$ cat src/rtl/maze_game_ctrl_pkg.sv
// Shared encodings for the maze game controller: FSM states, maze colours, level codes.
package maze_game_ctrl_pkg;

    typedef enum logic [2:0] {
        IDLE  = 3'd0,
        PLAY  = 3'd1,
        DEAD  = 3'd2,
        SCARE = 3'd3,
        WIN   = 3'd4,
        OVER  = 3'd5
    } state_t;

    localparam logic [7:0] COL_BLACK   = 8'h00;
    localparam logic [7:0] COL_BLUE    = 8'h03;
    localparam logic [7:0] COL_MAGENTA = 8'hE3;

    typedef logic [1:0] level_t;
    localparam level_t LVL_1 = 2'd1;
    localparam level_t LVL_2 = 2'd2;
    localparam level_t LVL_3 = 2'd3;

    localparam logic [2:0] PIX_BLANK = 3'b000;

    // Level 1 exits through a blue goal; the later mazes use magenta.
    function automatic logic [7:0] goal_colour(input level_t lvl);
        return (lvl == LVL_1) ? COL_BLUE : COL_MAGENTA;
    endfunction

endpackage

$ cat src/rtl/maze_game_ctrl_frame_counter.sv
// Frame-tick counter with clear and enable; done fires on the enable that reaches TERM.
module frame_counter #(
    parameter int TERM = 60
) (
    input  logic clk,
    input  logic rst_n,
    input  logic clr,
    input  logic en,
    output logic done
);

    localparam int W = $clog2(TERM + 1);

    logic [W-1:0] cnt;

    always_ff @(posedge clk) begin
        if (!rst_n || clr) cnt <= '0;
        else if (en)       cnt <= cnt + 1'b1;
    end

    // Combinational so the owner can leave its state on the same edge as the last tick.
    assign done = en && (cnt == W'(TERM - 1));

endmodule

$ cat src/rtl/maze_game_ctrl.sv
// Maze game sequencer: level select, per-frame wall/goal sampling under the sprite,
// lives, level advance, scare sequence and win/game-over handling.
module maze_game_ctrl
    import maze_game_ctrl_pkg::*;
#(
    parameter int START_LIVES  = 3,
    parameter int HIT_FRAMES   = 2,
    parameter int DEAD_FRAMES  = 60,
    parameter int SCARE_FRAMES = 120,
    parameter int BOX_R        = 5
) (
    input  logic        clk,
    input  logic        rst_n,
    input  logic        frame_tick,
    input  logic        bright,
    input  logic [9:0]  hCount,
    input  logic [9:0]  vCount,
    input  logic [15:0] x,
    input  logic [15:0] y,
    input  logic [7:0]  maze_rgb,
    input  logic        start,
    output logic [2:0]  pixel_data,
    output logic        player_home,
    output logic        scare_active,
    output logic [1:0]  lives,
    output logic [2:0]  state
);

    localparam int HW = $clog2(HIT_FRAMES + 1);
    localparam logic [16:0] BR = 17'(BOX_R);

    state_t        st;
    level_t        level;
    logic [HW-1:0] hit_cnt;
    logic          wall_f, goal_f;
    logic          start_q, start_rise;
    logic          in_box;
    logic          dead_done, scare_done;
    logic [16:0]   hc, vc, xc, yc;

    assign state = st;

    // 17-bit math keeps the box test honest at both ends of the 16-bit position range.
    assign hc = {7'd0, hCount};
    assign vc = {7'd0, vCount};
    assign xc = {1'b0, x};
    assign yc = {1'b0, y};
    assign in_box = bright && (hc + BR >= xc) && (hc <= xc + BR)
                           && (vc + BR >= yc) && (vc <= yc + BR);

    assign start_rise = start && !start_q;

    always_ff @(posedge clk) begin
        if (!rst_n) start_q <= 1'b0;
        else        start_q <= start;
    end

    always_ff @(posedge clk) begin
        if (!rst_n || st != PLAY || frame_tick) begin
            wall_f <= 1'b0;
            goal_f <= 1'b0;
        end else if (in_box) begin
            if (maze_rgb == COL_BLACK)          wall_f <= 1'b1;
            if (maze_rgb == goal_colour(level)) goal_f <= 1'b1;
        end
    end

    frame_counter #(.TERM(DEAD_FRAMES)) u_dead_cnt (
        .clk   (clk),
        .rst_n (rst_n),
        .clr   (st != DEAD),
        .en    (frame_tick && st == DEAD),
        .done  (dead_done)
    );

    frame_counter #(.TERM(SCARE_FRAMES)) u_scare_cnt (
        .clk   (clk),
        .rst_n (rst_n),
        .clr   (st != SCARE),
        .en    (frame_tick && st == SCARE),
        .done  (scare_done)
    );

    always_ff @(posedge clk) begin
        if (!rst_n) begin
            st           <= IDLE;
            level        <= 2'd0;
            lives        <= 2'd0;
            hit_cnt      <= '0;
            pixel_data   <= PIX_BLANK;
            player_home  <= 1'b0;
            scare_active <= 1'b0;
        end else begin
            player_home <= 1'b0;
            case (st)
                IDLE: if (start_rise) begin
                    st          <= PLAY;
                    lives       <= 2'(START_LIVES);
                    level       <= LVL_1;
                    hit_cnt     <= '0;
                    pixel_data  <= {1'b0, LVL_1};
                    player_home <= 1'b1;
                end
                PLAY: if (frame_tick) begin
                    if (goal_f) begin
                        hit_cnt <= '0;
                        if (level != LVL_3) begin
                            level       <= level + 2'd1;
                            pixel_data  <= {1'b0, level + 2'd1};
                            player_home <= 1'b1;
                        end else begin
                            st           <= SCARE;
                            scare_active <= 1'b1;
                            pixel_data   <= {1'b0, LVL_3};
                        end
                    end else if (wall_f) begin
                        if (hit_cnt == HW'(HIT_FRAMES - 1)) begin
                            hit_cnt <= '0;
                            lives   <= (lives == 2'd0) ? 2'd0 : lives - 2'd1;
                            st      <= DEAD;
                        end else begin
                            hit_cnt <= hit_cnt + 1'b1;
                        end
                    end else begin
                        hit_cnt <= '0;
                    end
                end
                DEAD: if (dead_done) begin
                    if (lives == 2'd0) begin
                        st         <= OVER;
                        pixel_data <= PIX_BLANK;
                    end else begin
                        st          <= PLAY;
                        player_home <= 1'b1;
                    end
                end
                SCARE: if (scare_done) begin
                    st           <= WIN;
                    scare_active <= 1'b0;
                    pixel_data   <= PIX_BLANK;
                end
                WIN, OVER: if (start_rise) st <= IDLE;
                default: st <= IDLE;
            endcase
        end
    end

endmodule

$ cat config.mk
export PLATFORM = sky130hd
export DESIGN_NAME = maze_game_ctrl
export DESIGN_NICKNAME = d
export VERILOG_FILES = /design/src/rtl/maze_game_ctrl_pkg.sv /design/src/rtl/maze_game_ctrl_frame_counter.sv /design/src/rtl/maze_game_ctrl.sv
export SDC_FILE = /design/constraint.sdc
export NUM_CORES = 1
export LEC_CHECK = 0
export ABC_AREA = 1
export BUFFER_PORTS_ARGS = -buffer_cell sky130_fd_sc_hd__clkbuf_2
export CORE_UTILIZATION = 56
export DETAILED_ROUTE_END_ITERATION = 16
export HOLD_SLACK_MARGIN = 0.05
export PLACE_DENSITY = 0.82
export SYNTH_ARGS = -nofsm -noshare
export SYNTH_HDL_FRONTEND = slang
export SYNTH_SLANG_ARGS = --single-unit
$ cat constraint.sdc
create_clock -name clk -period 2.8 [get_ports clk]
set_clock_uncertainty 0.15 [all_clocks]
set_input_delay 0.56 -clock clk [delete_from_list [all_inputs] [get_ports clk]]
set_output_delay 0.56 -clock clk [all_outputs]
set_load 0.02 [all_outputs]
# Yosys cells after proc, flatten, opt, wreduce, memory -nomap -nowiden
# Cells that the tools add are included.
# Widths: inputs -> output; s select.
[totals]
in_bits = 65
register_bits = 30
wordCells = 133
out_inout_bits = 10
[classes]
reduce_logical = 30
addsub = 9
muxes = 49
n_eq_ne = 29
magnitude_cmp = 4
[op_table]
columns = ["op", "n"]
rows = [
  ["$mux 3", 15],
  ["$add 16x3->17 const B", 2],
  ["$le 10x17->1", 2],
  ["$ge 11x16->1", 2],
  ["$mux 2", 16],
  ["$ne 2x2->1 const B", 12],
  ["$add 10x3->11 const B", 2],
  ["$pmux 3 s5", 1],
  ["$pmux 2 s2", 3],
  ["$pmux 3 s4", 1],
  ["$mux 1", 10],
  ["$reduce_and 5->1", 2],
  ["$logic_and 1x1->1", 9],
  ["$ne 3x3->1 const B", 3],
  ["$eq 8x8->1", 1],
  ["$logic_not 8->1", 1],
  ["$mux 8", 1],
  ["$reduce_and 8->1", 1],
  ["$add 7x1->7 const B", 1],
  ["$eq 7x7->1 const B", 1],
  ["$reduce_and 7->1", 1],
  ["$add 6x1->6 const B", 1],
  ["$eq 3x2->1 const B", 2],
  ["$eq 3x3->1 const B", 2],
  ["other kinds (20)", 29],
]

# Logic depth before layout (Yosys ltp)
[depth]
ltp_word = 7
depth_mapped = 19
mapped_depth_nobuf = 19

# Hierarchy
# From an unflattened synthesis, not the netlist that was laid out.
[unflattened]
hier_cells = 620
area_unflattened_um2 = 3741.1
[by_module_without_submodules]
columns = ["module", "n_inst", "cells_per_inst", "area_per_inst_um2", "seq_area_each_um2"]
rows = [
  ["maze_game_ctrl", 1, 534, 3120.5, 320.3],
  ["frame_counter (u_scare_cnt)", 1, 48, 341.6, 140.1],
  ["frame_counter (u_dead_cnt)", 1, 38, 279.0, 120.1],
]

# Worst setup path before layout
# Ideal clock, no wire load.
[synth_path]
path_type = "input port to flip-flop"
from = "in hCount[0]"
to = "reg goal_f"
required_ps = 2580
setup_time_ps = 70
cell_stages = 15
t_arrival_ps = 2449
path_buffers = 0
slack_ps = 131
cell_sequence = "ha_1 > o21ai_0 > or2_2 > nor2_1 > nand2_1 > xnor2_1 > ha_1 > nand2_1 > nor3_1 > nand3_1 > nand3_1 > nand2_1 > nor2_1 > nand4_1 > a21oi_1"
[synth_between]
elab_chain_len = 7
word_cells_on_any_way = 8
cone_classes = "1 x add/sub; 2 x order compare; 5 x reduce/logical"
[synth_lines]
columns = ["item", "line_no", "rtl"]
rows = [
  ["from (decl)", "maze_game_ctrl.sv:16", "input logic [9:0] hCount,"],
  ["$add 10x3->11", "maze_game_ctrl.sv:48", "assign in_box = bright && (hc + BR >= xc) && (hc <= xc + BR)"],
  ["$ge 11x16->1", "maze_game_ctrl.sv:48", ""],
  ["$logic_and 1x1->1", "maze_game_ctrl.sv:48", ""],
  ["$logic_and 1x1->1 *", "maze_game_ctrl.sv:48", ""],
  ["$logic_and 1x1->1 * (2 in a row)", "maze_game_ctrl.sv:49", "&& (vc + BR >= yc) && (vc <= yc + BR);"],
  ["$reduce_and 2->1 (no source line) *", "-", ""],
  ["to (signal assigned)", "maze_game_ctrl.sv:61", "goal_f <= 1'b0;"],
  ["to (signal assigned)", "maze_game_ctrl.sv:64", "if (maze_rgb == goal_colour(level)) goal_f <= 1'b1;"],
  ["to (decl)", "maze_game_ctrl.sv:35", "logic wall_f, goal_f;"],
]
# Mark *: on every way between the ends. The rest lies on a longest branch, timed or not.
# A chain may end at the register's enable or synchronous reset.

# Worst setup path in the final report
[layout_path]
from = "in y[0]"
to = "reg goal_f"
[layout_between]
elab_chain_len = 4
word_cells_on_any_way = 6
cone_classes = "1 x add/sub; 2 x order compare; 3 x reduce/logical"
[layout_lines]
columns = ["item", "line_no", "rtl"]
rows = [
  ["from (decl)", "maze_game_ctrl.sv:19", "input logic [15:0] y,"],
  ["$add 16x3->17 or $ge 11x16->1 (tied branches)", "maze_game_ctrl.sv:49", ""],
  ["$le 10x17->1 or $logic_and 1x1->1 (tied branches)", "maze_game_ctrl.sv:49", ""],
  ["$logic_and 1x1->1 *", "maze_game_ctrl.sv:49", ""],
  ["$reduce_and 2->1 (no source line) *", "-", ""],
]
# Marked as above.

==> results.md <==
- Top cells by area, synth: ha_1, dfxtp_1, nand2_1
- Diode count: 0
- R2r setup slk: 0.73 ns
- Routed len/inst: ~11 um
- Area of placed instances: a little over 4000 um2
- YS warnings: 0
- Global-route wire length before repair: around 14000 um
- Yosys reg bits: 29
- Synthesized netlist cell count: 580
- DRT Pass-1 Iters: 4
- Critical Path RT: 2.86 ns
- Post-synth cell types: 35
- Cell Count, Final, Fillers Out: 747
- Critical Path Sink Type: flip-flop
- Worst R2R Path Depth: 12
- # IOs: 75
- Critical path type: in -> reg
- Cells after DPL: approximately 740
- Hold-fix buffers, CTS: 0
- Final Hold Vio Count: 0
- TritonCTS clock tree: yes
- Pwr dens: 386 nW/um2
- Syn Area/Cell: 6.13 um2
- Leakage: roughly 2.3 nW
- Area growth syn-to-layout: 18.1%
- Hold Path Origin: hit_cnt[1]
- Net total in the final layout: between 700 and 800
- Sink Count: 29
- Crit path arrival time: ~2.7 ns
- Setup TNS: 0 ns
- Starting Density: about three fifths
- Crit path launch: y[0]
- Total grt overflow: 0
- CTS Buf Count: 5
- Synth Net Count: 697
- Crit path to: goal_f
- Number of flops mapped to enable cells by yosys: 0
- Mapped Area: 3560 um2
- Hold path cells: 2
- FFs w/ async S/R, synth: 0%
- Final Cell Area: roughly 4200 um2
- Power, Total: ~1.6 mW
- Register area share after synthesis: 16.3%
- Most frequent cells in the layout: nand2_1, inv_1, clkbuf_2, nor2_1, ha_1
- Vias/cell: between 5 and 6
- Top FF cell, synth: dfxtp_1
- Reg2reg end: pixel_data[1]
- CP max FO: 3
- FF-to-FF Start: state[2]
- Worst-Skew Late Latency: around 0.28 ns
- Hold Crit Class: reg -> reg
- Crit start category: input pin
- Max Cap Violations: 0
- Max Root-Sink Buffers: 2
- Drt drc: 0
- Fin crit share: between 90% and 100%
- Port Buf Inserts: between 70 and 80
- Vias in the first global route: between 3000 and 4000
- Yosys top cell area share: ~18%
- FP Rows: 28
- Post-DP HPWL: around 7300 um
- RSZ-0062 raised after global routing: no
- Min cycle time layout: 2.61 ns
- Total track usage: 27.0%
- Final Setup Violations: 0
- RePlAce Congestion: between 0.8 and 0.9
- Via count: around 3900
- Post-Route WL: ~8300 um
- Fmax: 384 MHz
- H-tree Lvls: 2
- VDD IR max: ~0.34 mV
- Status: finished, final reports clean
- Core outline area: 6030 um2
- Die area: approximately 6700 um2
- Antenna violations before repair: 0
- Clock root cell: clkbuf_8
- Largest net degree at the start of global routing: 12
- DRT iter0 DRCs: ~130
- DRT antenna net count: 0
- Fillers: about 560
- Die width: about 80 um
- Slew Viols, Final: 0
- Worst-path clk slew: ~0.06 ns
- Die Span Y: between 80 and 90 um
- Utilization after layout: 69.7%
- Cell taking the most area after synthesis: ha_1
- Layout cells sized above 1: roughly 17%
- Commonest non-fill, non-tap cell in the layout: nand2_1
## sequential cells by signal, summed over array words and instances, names as in the netlist
name / cells
u_scare_cnt.cnt: 7
u_dead_cnt.cnt: 6
state: 3
hit_cnt: 2
level: 2
lives: 2
pixel_data: 2
goal_f: 1
player_home: 1
scare_active: 1
start_q: 1
wall_f: 1
## worst max-delay path, cell delays in order
cell      delay [ns]
clkbuf_2        0.09
ha_1            0.22
o21ai_1         0.17
buf_4           0.14
nor3_1          0.04
xor2_1          0.14
ha_1            0.31
nand2_1         0.06
nor2_1          0.20
nand4_1         0.13
nor2_1          0.11
nor2_1          0.05
nand2_1         0.06
nor2_1          0.04
nand2_1         0.10
nand4_1         0.10
a21oi_1         0.14
## where the power goes
| group | switching, mW | total (mW) | internal (mW) |
|---|---|---|---|
| logic | 0.495 | 0.791 | 0.296 |
| registers | 0.0428 | 0.503 | 0.461 |
| clock network | 0.155 | 0.327 | 0.172 |
## worst min path at each step
stage	to
2_1_floorplan	hit_cnt[1]
4_1_cts	hit_cnt[1]
6_report	hit_cnt[1]
3_3_place_gp	hit_cnt[1]
5_1_grt	hit_cnt[1]
3_5_place_dp	hit_cnt[1]
## cell families after synthesis
kind of cell / after synthesis / synth area share [%]
AND/OR/NAND/NOR: 293 / 35.7
AO/OA/AOI/OAI: 73 / 11.2
other: 1 / 0.105
XOR/XNOR: 31 / 7.63
adder cells (fa/ha/maj): 52 / 18.3
flip-flops: 29 / 16.3
buffers and inverters: 101 / 10.8
## final cells by class
type,instances,area (um2),area share (%)
Multi-Input combinational cell,450,2610,62.0
Clock buffer,6,72.6,1.73
Sequential cell,29,581,13.8
Clock inverter,2,10.0,0.238
Timing Repair Buffer,87,470,11.2
Tap cell,75,93.8,2.23
Inverter,98,368,8.75
## metal layers
metal  routed length [um]  share of wire, %  vias to the layer above  track usage, %
met5                    0                 0                        -               0
met4                   49              0.59                        0            5.26
met3                  373               4.5                        6            4.44
met2                 4050                49                       99            49.8
met1                 3870                46                     1780            32.9
li1                     -                 -                     2058               -
## cell usage after synthesis, drive strengths merged, types with 4 or more instances
cell    number
dfxtp       29
a21oi       41
ha          52
nand3       32
nand4       12
nor2        77
nand2      137
or2          4
nor3        23
xor2        24
inv         98
xnor2        7
a211oi       4
o21ai       18
## what timing repair did
| item | 4_1_cts | 5_1_grt |
|---|---|---|
| hold endpoints to repair | 0 | 0 |
| buffers inserted | 0 | 0 |
| resized for setup | 0 | 5 |
| endpoints found under the setup margin | 0 | 2 |
## per-stage QoR
stage	setup slack, ns	hold slack (ns)
after floorplan	0.131	0.259
after global placement	-0.0666	0.267
after detailed placement	-0.217	0.272
after CTS	0.0660	0.281
after global routing	0.0172	0.307
final	0.193	0.278
(Power assumes the default switching activity.)
